<file path="config.mk">
export PLATFORM = sky130hd
export DESIGN_NAME = mem_arbiter
export DESIGN_NICKNAME = d
export VERILOG_FILES = /design/src/rtl/mem_arbiter.sv
export SDC_FILE = /design/constraint.sdc
export NUM_CORES = 1
export LEC_CHECK = 0
export ABC_AREA = 1
export CORE_MARGIN = 8
export CORE_UTILIZATION = 38
export DETAILED_ROUTE_END_ITERATION = 12
export PLACE_DENSITY = 0.91
export SYNTH_ARGS = -nofsm -noshare
export SYNTH_HDL_FRONTEND = slang
export SYNTH_SLANG_ARGS = --single-unit
export TNS_END_PERCENT = 100
</file>
<file path="constraint.sdc">
create_clock -name clk -period 2.3 [get_ports clk]
set_clock_uncertainty 0.1 [all_clocks]
set_input_delay 0.345 -clock clk [delete_from_list [all_inputs] [get_ports clk]]
set_output_delay 0.345 -clock clk [all_outputs]
set_load 0.005 [all_outputs]
</file>
<file path="src/rtl/mem_arbiter.sv">
// Two-port (instruction/data) arbiter onto a single-outstanding memory backend.
// Round-robin on ties, one command in flight, combinational ready and read-valid.
module mem_arbiter (
  input  logic        clk,
  input  logic        rst,
  // instruction port
  input  logic        inst_start,
  output logic        inst_ready,
  input  logic [31:0] inst_addr,
  output logic [31:0] inst_rdata,
  output logic        inst_valid,
  // data port
  input  logic        d_cmd_start,
  input  logic        d_cmd_write,
  output logic        d_cmd_ready,
  input  logic [31:0] d_addr,
  input  logic [31:0] d_wdata,
  input  logic [31:0] d_wmask,
  output logic [31:0] d_rdata,
  output logic        d_rdata_valid,
  // backend port
  output logic        mem_cmd_start,
  output logic        mem_cmd_write,
  input  logic        mem_cmd_ready,
  output logic [31:0] mem_addr,
  output logic [31:0] mem_wdata,
  output logic [31:0] mem_wmask,
  input  logic [31:0] mem_rdata,
  input  logic        mem_rdata_valid
);

  typedef enum logic [1:0] {IDLE, ISSUE, WAIT_R} state_t;
  typedef enum logic {INST, DATA} port_t;

  state_t      state, state_nxt;
  port_t       owner, last_grant;
  logic        write_q;
  logic [31:0] addr_q, wdata_q, wmask_q;

  // NOTE: every output of this block gets a default first, so no path
  // through the case leaves a signal unassigned and no latch is inferred.
  always_comb begin
    state_nxt     = state;
    inst_ready    = 1'b0;
    d_cmd_ready   = 1'b0;
    inst_valid    = 1'b0;
    d_rdata_valid = 1'b0;
    mem_cmd_start = 1'b0;
    case (state)
      IDLE: begin
        if (inst_start && d_cmd_start) begin
          // round-robin: the port that did not win last time takes the tie
          if (last_grant == INST) d_cmd_ready = 1'b1;
          else                    inst_ready  = 1'b1;
        end else begin
          inst_ready  = inst_start;
          d_cmd_ready = d_cmd_start;
        end
        if (inst_start || d_cmd_start) state_nxt = ISSUE;
      end
      ISSUE: begin
        mem_cmd_start = 1'b1;
        if (mem_cmd_ready) state_nxt = write_q ? IDLE : WAIT_R;
      end
      WAIT_R: begin
        if (mem_rdata_valid) begin
          inst_valid    = (owner == INST);
          d_rdata_valid = (owner == DATA);
          state_nxt     = IDLE;
        end
      end
      default: state_nxt = IDLE;
    endcase
  end

  // NOTE: state registers use non-blocking assignments so every flop samples
  // the pre-edge values regardless of statement order.
  always_ff @(posedge clk) begin
    if (rst) begin
      state      <= IDLE;
      owner      <= INST;
      last_grant <= INST;
      write_q    <= 1'b0;
      addr_q     <= '0;
      wdata_q    <= '0;
      wmask_q    <= '0;
    end else begin
      state <= state_nxt;
      if (inst_ready) begin
        owner      <= INST;
        last_grant <= INST;
        write_q    <= 1'b0;
        addr_q     <= inst_addr;
        wdata_q    <= '0;
        wmask_q    <= '0;
      end else if (d_cmd_ready) begin
        owner      <= DATA;
        last_grant <= DATA;
        write_q    <= d_cmd_write;
        addr_q     <= d_addr;
        wdata_q    <= d_wdata;
        wmask_q    <= d_wmask;
      end
    end
  end

  assign mem_cmd_write = write_q;
  assign mem_addr      = addr_q;
  assign mem_wdata     = wdata_q;
  assign mem_wmask     = wmask_q;
  assign inst_rdata    = mem_rdata;
  assign d_rdata       = mem_rdata;

endmodule

</file>
==> results of run 1 <==
-- final timing paths --
| check | from | endpoint | cells past startpoint | slack [ns] |
|---|---|---|---|---|
| setup reg to reg | state[1] | mem_wmask[0] | 6 | 0.74 |
| hold reg to reg | mem_wdata[9] | mem_wdata[9] | 2 | 0.36 |
| hold / removal | mem_wdata[9] | mem_wdata[9] | 2 | 0.36 |
| setup / recovery | state[1] | d_cmd_ready | 4 | 0.16 |
-- cells by family after synthesis --
family / Yosys count / synth area share [%]
flip-flops: 100 / 42.0
buffers and inverters: 205 / 22.6
AND/OR/NAND/NOR: 306 / 24.6
AO/OA/AOI/OAI: 102 / 10.9
-- synthesized netlist by cell type --
library cell | number | area, um2
buf_4 | 70 | 526
buf_2 | 12 | 60.1
a211oi_1 | 1 | 7.51
nand3_2 | 2 | 20.0
nor2_1 | 2 | 7.51
nor3_1 | 2 | 10.0
buf_6 | 4 | 45.0
nand2_1 | 298 | 1120
a21oi_1 | 99 | 495
inv_1 | 104 | 390
nor2_4 | 1 | 11.3
o21ai_2 | 1 | 8.76
a21boi_1 | 1 | 7.51
inv_2 | 1 | 3.75
clkbuf_1 | 14 | 52.6
dfxtp_1 | 100 | 2000
nand3_1 | 1 | 5.00
-- tightest hold or removal path, stage by stage, from the launching register on --
cell     delay (ns)
dfxtp_1        0.31
nand2_1        0.06
a21oi_1        0.05
-- registers in the layout, indices dropped and copies added, names as in the netlist --
name and flops:
mem_cmd_write 1, last_grant 1, mem_wmask 32, state 2, mem_wdata 32, mem_addr 32
-- per-layer routing --
metal	global-route usage (%)	share of wire (%)	vias up
li1	-	-	2371
met5	0	0	-
met1	19.4	41	2000
met2	28.5	46	214
met3	7.45	11	35
met4	7.69	2.4	0
-- where the power goes --
group          total, mW  internal (mW)  leakage, nW  switching, mW
Combinational       1.24          0.669         2.21          0.570
Sequential          1.98           1.90        0.821         0.0853
Clock               1.55          0.905        0.148          0.650
Total               4.78           3.47         3.18           1.30
-- final cells by class --
type | count | share of cell area, %
repair buffers | 247 | 35.1
clock buffers | 11 | 3.55
clock inverters | 5 | 0.826
multi-input cells | 408 | 23.9
flip-flops and latches | 100 | 28.1
well taps | 172 | 3.02
inverters | 105 | 5.54
-- metrics by stage --
| stage | instance area, um2 | util [%] | instances |
|---|---|---|---|
| 5_1_grt | 7120 | 57.3 | 1048 |
| 3_5_place_dp | 6800 | 54.8 | 1032 |
| 6_report | 7120 | 57.3 | 1048 |
| 3_3_place_gp | 6800 | 54.8 | 1032 |
| 2_1_floorplan | 4770 | - | 713 |
| 4_1_cts | 7120 | 57.3 | 1048 |
==> results by group, run 1 <==
STA
  – Setup TNS: 0 ns
  – Worst slew pin tran: 0.352 ns
  – Final worst path period share: 93.0%
  – RSZ-0062 raised after global routing: no
  – Setup violators final: 0
  – Slew headroom: 76.6%
  – Slew Limit Fails: 0
  – Hold_ws: 0.365 ns
  – Final Hold Fails: 0
  – Final WS setup: 0.160 ns
  – FMAX: 467 MHz
  – Final Critical Period: 2.14 ns

Die
  – Starting density of the core: 38.4%
  – Die W: 128 um
  – Row count: 41
  – I/O pins: 333
  – Core footprint: 12,400 um2
  – Die H: 128 um
  – Die Area: 16,400 um2

Cells and area
  – Multi-input logic area: 1700 um2
  – Fill cell count: 1,113
  – Antenna Cells: 0
  – Layout cell share with drive strength beyond 1: 3.88%
  – Nets: 1,038
  – Most common cell after layout, fill and taps aside: nand2_1
  – Commonest non-fill, non-tap cells in the layout: 297 x nand2_1, 236 x clkdlybuf4s50_1, 104 x inv_1, 100 x dfxtp_1, 99 x a21oi_1
  – Reg area: 2000 um2
  – Layout overhead on the synthesized area: 49.1%

Global routing
  – Gr ovfl total: 0
  – Number of global-route vias before repair: 4,521
  – First-pass GRT wire length: 22.7 mm
  – Total GRT Usage: 17.5%
  – Initial antenna violation count: 0
  – Largest net degree at the start of global routing: 67

Power
  – Worst VDD drop: 0.000333 V
  – Leak pwr: 3.18 nW
  – Power density over the cells: 671 nW/um2
  – Power Total: 4.78 mW

Logic synthesis
  – YS warnings: 0
  – Mapped Nets: 880
  – Cells after Synth: 713
  – Synth Cell Area: 4770 um2
  – Avg Cell Area, Syn: 6.69 um2
  – Seq/Total Area, Yosys: 42.0%
  – Yosys reg bits: 100
  – Yosys cell types: 17

Worst setup path
  – Max stage delay cell, worst path: clkdlybuf4s50_1
  – Critical path fanouts, max: 4
  – Worst Path Required: 1.86 ns
  – Crit Path Class: reg -> out
  – Critical Path Start Type: flop
  – Crit path largest cell delay: 0.53 ns
  – Worst-path cell chain: nor2_4 -> nand3_2 -> inv_2 -> clkdlybuf4s50_1
  – Crit path max-delay family: buffers and inverters
  – Crit. End Element: output pin
  – Crit path buf inv count: 2
  – Critical Path AT: 1.69 ns

Route
  – Drt pass-1 iters: 4
  – Initial detailed-routing violation count: 204
  – Drt wl/cell: 14.0 um
  – Vias: 4,620
  – Via density: 4.41
  – Post-route ant nets: 0
  – Post-Route WL: 14.6 mm
  – DRC viols: 0

Clocking
  – CTS tree: built
  – Post-CTS Setup Bufs: 0
  – Num CTS Buffers: 9
  – CTS H-tree lvls: 3
  – CTS sink count: 100
  – Clock Path Buffers: 2
  – Clk slew on worst S/H paths: 0.06 ns
  – Post-CTS sizing: 0
  – # hold bufs at CTS: 0
  – Clk_lat worst skew: 0.34 ns
  – CTS root buf: clkbuf_16

Run
  – MaxCap Viol Count: 0

Placement
  – Placement Setup Slack: 0.152 ns
  – Gp weighted congestion: 0.794
  – Port Buffers: 236
  – Post-DP HPWL: 11.1 mm

Status
  – Status: complete, no violations

Worst hold path
  – Hold WC Path Type: reg -> reg
Power figures use the tool's default switching activity.
==> run 2, diff against run 1 <==
- CTS_CLUSTER_DIAMETER: not set -> 50
- PLACE_DENSITY: 0.91 -> 0.86
==> results by group, run 2 (synthesis gave the netlist of run 1 again) <==
Status
  – Status: complete, no violations (unchanged)

Route
  – DRC viols: 0 (unchanged)
  – Drt wl/cell: 13.5 um (was 14.0 um)
  – Post-route ant nets: 0 (unchanged)
  – Via density: 4.37 (was 4.41)
  – Drt pass-1 iters: 4 (unchanged)
  – Vias: 4,574 (was 4,620)
  – Initial detailed-routing violation count: 246 (was 204)
  – Post-Route WL: 14.1 mm (was 14.6 mm)

Power
  – Combinational power share: 25.4% (was 25.9%)
  – Power share of the clock group: 33.8% (was 32.5%)
  – Power Total: 4.86 mW (was 4.78 mW)
  – Int Power: 3.56 mW (was 3.47 mW)
  – Leak pwr: 3.19 nW (was 3.18 nW)
  – Power density over the cells: 681 nW/um2 (was 671 nW/um2)
  – Psw: 1.30 mW (about the same)
  – Reg power frac: 40.8% (was 41.5%)
  – Worst VDD drop: 0.000424 V (was 0.000333 V)
  – Switching fraction of total power: 26.8% (was 27.3%)

Clocking
  – CTS H-tree lvls: 3 (unchanged)
  – Clk slew on worst S/H paths: 0.07 ns (was 0.06 ns)
  – Post-CTS sizing: 0 (unchanged)
  – CTS root buf: clkbuf_16 (unchanged)
  – Clk_lat worst skew: 0.34 ns (about the same)
  – Clock Path Buffers: 2 (unchanged)
  – CTS tree: built (unchanged)
  – Post-CTS Setup Bufs: 0 (unchanged)
  – # hold bufs at CTS: 0 (unchanged)
  – CTS sink count: 100 (unchanged)
  – Num CTS Buffers: 9 (unchanged)

Die
  – Die H: 128 um (unchanged)
  – Core footprint: 12,400 um2 (unchanged)
  – Row count: 41 (unchanged)
  – Starting density of the core: 38.4% (unchanged)
  – I/O pins: 333 (unchanged)
  – Die Area: 16,400 um2 (unchanged)
  – Die W: 128 um (unchanged)

Worst setup path
  – Flop2flop setup slack: 0.56 ns (was 0.74 ns)
  – Worst Path Required: 1.86 ns (about the same)
  – Crit. End Element: output pin (unchanged)
  – CP Launch Point: inst_start (was state[1])
  – Worst Reg-to-Reg Cells: 7 (was 6)
  – Crit Path Class: in -> out (was reg -> out)
  – RR Startpoint: last_grant (was state[1])
  – Critical path fanouts, max: 5 (was 4)
  – R2r endpoint: mem_wmask[17] (was mem_wmask[0])
  – Critical Path AT: 1.68 ns (was 1.69 ns)
  – Critical Path Start Type: input pin (was flop)

Placement
  – Post-DP HPWL: 10.8 mm (was 11.1 mm)
  – Gp weighted congestion: 0.809 (was 0.794)
  – Port Buffers: 236 (unchanged)

Worst hold path
  – Hold Startpoint: mem_wdata[30] (was mem_wdata[9])
  – WHS Path Cells: 2 (unchanged)
  – Hold Path Sink: mem_wdata[30] (was mem_wdata[9])
  – Hold WC Path Type: reg -> reg (unchanged)

Global routing
  – Met3 usage: 8.36% (was 7.45%)
  – Initial antenna violation count: 0 (unchanged)
  – Total GRT Usage: 17.0% (was 17.5%)
  – Met2 Track Usage GR: 26.7% (was 28.5%)
  – First-pass GRT wire length: 22.1 mm (was 22.7 mm)
  – Met1 track demand over resource: 19.1% (was 19.4%)
  – Largest net degree at the start of global routing: 67 (unchanged)
  – Number of global-route vias before repair: 4,450 (was 4,521)
  – Global routing's busiest layer: met2 (unchanged)
  – Gr ovfl total: 0 (unchanged)

STA
  – Setup violators final: 0 (unchanged)
  – Final Critical Period: 2.12 ns (was 2.14 ns)
  – Final Hold Fails: 0 (unchanged)
  – Setup TNS: 0 ns (unchanged)
  – Slew Limit Fails: 0 (unchanged)
  – FMAX: 471 MHz (was 467 MHz)
  – Hold_ws: 0.362 ns (was 0.365 ns)
  – Slew headroom: 78.0% (was 76.6%)
  – Worst slew pin tran: 0.330 ns (was 0.352 ns)
  – Final worst path period share: 92.3% (was 93.0%)
  – RSZ-0062 raised after global routing: no (unchanged)

Cells and area
  – Antenna Cells: 0 (unchanged)
  – Nets: 1,037 (was 1,038)
  – Layout overhead on the synthesized area: 49.5% (was 49.1%)
  – Commonest non-fill, non-tap cells in the layout: 297 x nand2_1, 236 x clkdlybuf4s50_1, 104 x inv_1, 100 x dfxtp_1, 99 x a21oi_1 (unchanged)
  – Util after Layout: 57.5% (was 57.3%)
  – Most common cell after layout, fill and taps aside: nand2_1 (unchanged)
  – Layout cell share with drive strength beyond 1: 3.77% (was 3.88%)

Run
  – MaxCap Viol Count: 0 (unchanged)
-- run 2: changes by cell type in the layout (fill, tap and decap cells not counted), sizes merged --
cell	change
clkbuf	-1
clkinv	+1
buf	-1
clkinvlp	-1
bufinv	+1
-- run 2: metrics by stage --
step	setup slack, ns	std cells	area, um2
3_3_place_gp	0.182	1031	6810
2_1_floorplan	0.942	713	4770
5_1_grt	0.101	1047	7130
3_5_place_dp	0.168	1031	6810
4_1_cts	0.168	1047	7130
6_report	0.177	1047	7130
-- run 2: power by group through the flow --
stage	clock, mW	sequential [mW]	combinational [mW]
global placement	0	2.01	1.23
global route	1.75	2.00	1.38
detailed placement	0	2.02	1.24
finish	1.64	1.98	1.23
floorplan	0	2.03	0.613
CTS	1.68	1.98	1.25
-- run 2: how the worst max path moves through the flow --
stage	endpoint	slack, ns	cells past startpoint
global placement	d_cmd_ready	0.18	5
CTS	d_cmd_ready	0.17	5
finish	d_cmd_ready	0.18	5
floorplan	inst_ready	0.94	4
detailed placement	d_cmd_ready	0.17	5
global route	d_cmd_ready	0.10	5
-- run 2: per-layer routing --
metal	wire [um]	part of all wire (%)
met5	0	0
met2	6380	45
met3	1730	12
met4	336	2.4
met1	5700	40
-- run 2: cell type report --
cell class | count | area [um2]
fill | 1140 | 5280
timing repair buffer | 246 | 2500
sequential | 100 | 2000
multi-input combinational | 408 | 1700
inverter | 105 | 394
clock buffer | 10 | 239
tap | 172 | 215
clock inverter | 6 | 86.3
-- run 2: worst max-delay path, cell delays in order --
cell and delay [ns]:
clkdlybuf4s50_1 0.49, nand2_1 0.12, nand3_2 0.12, inv_2 0.10
clkdlybuf4s50_1 0.50
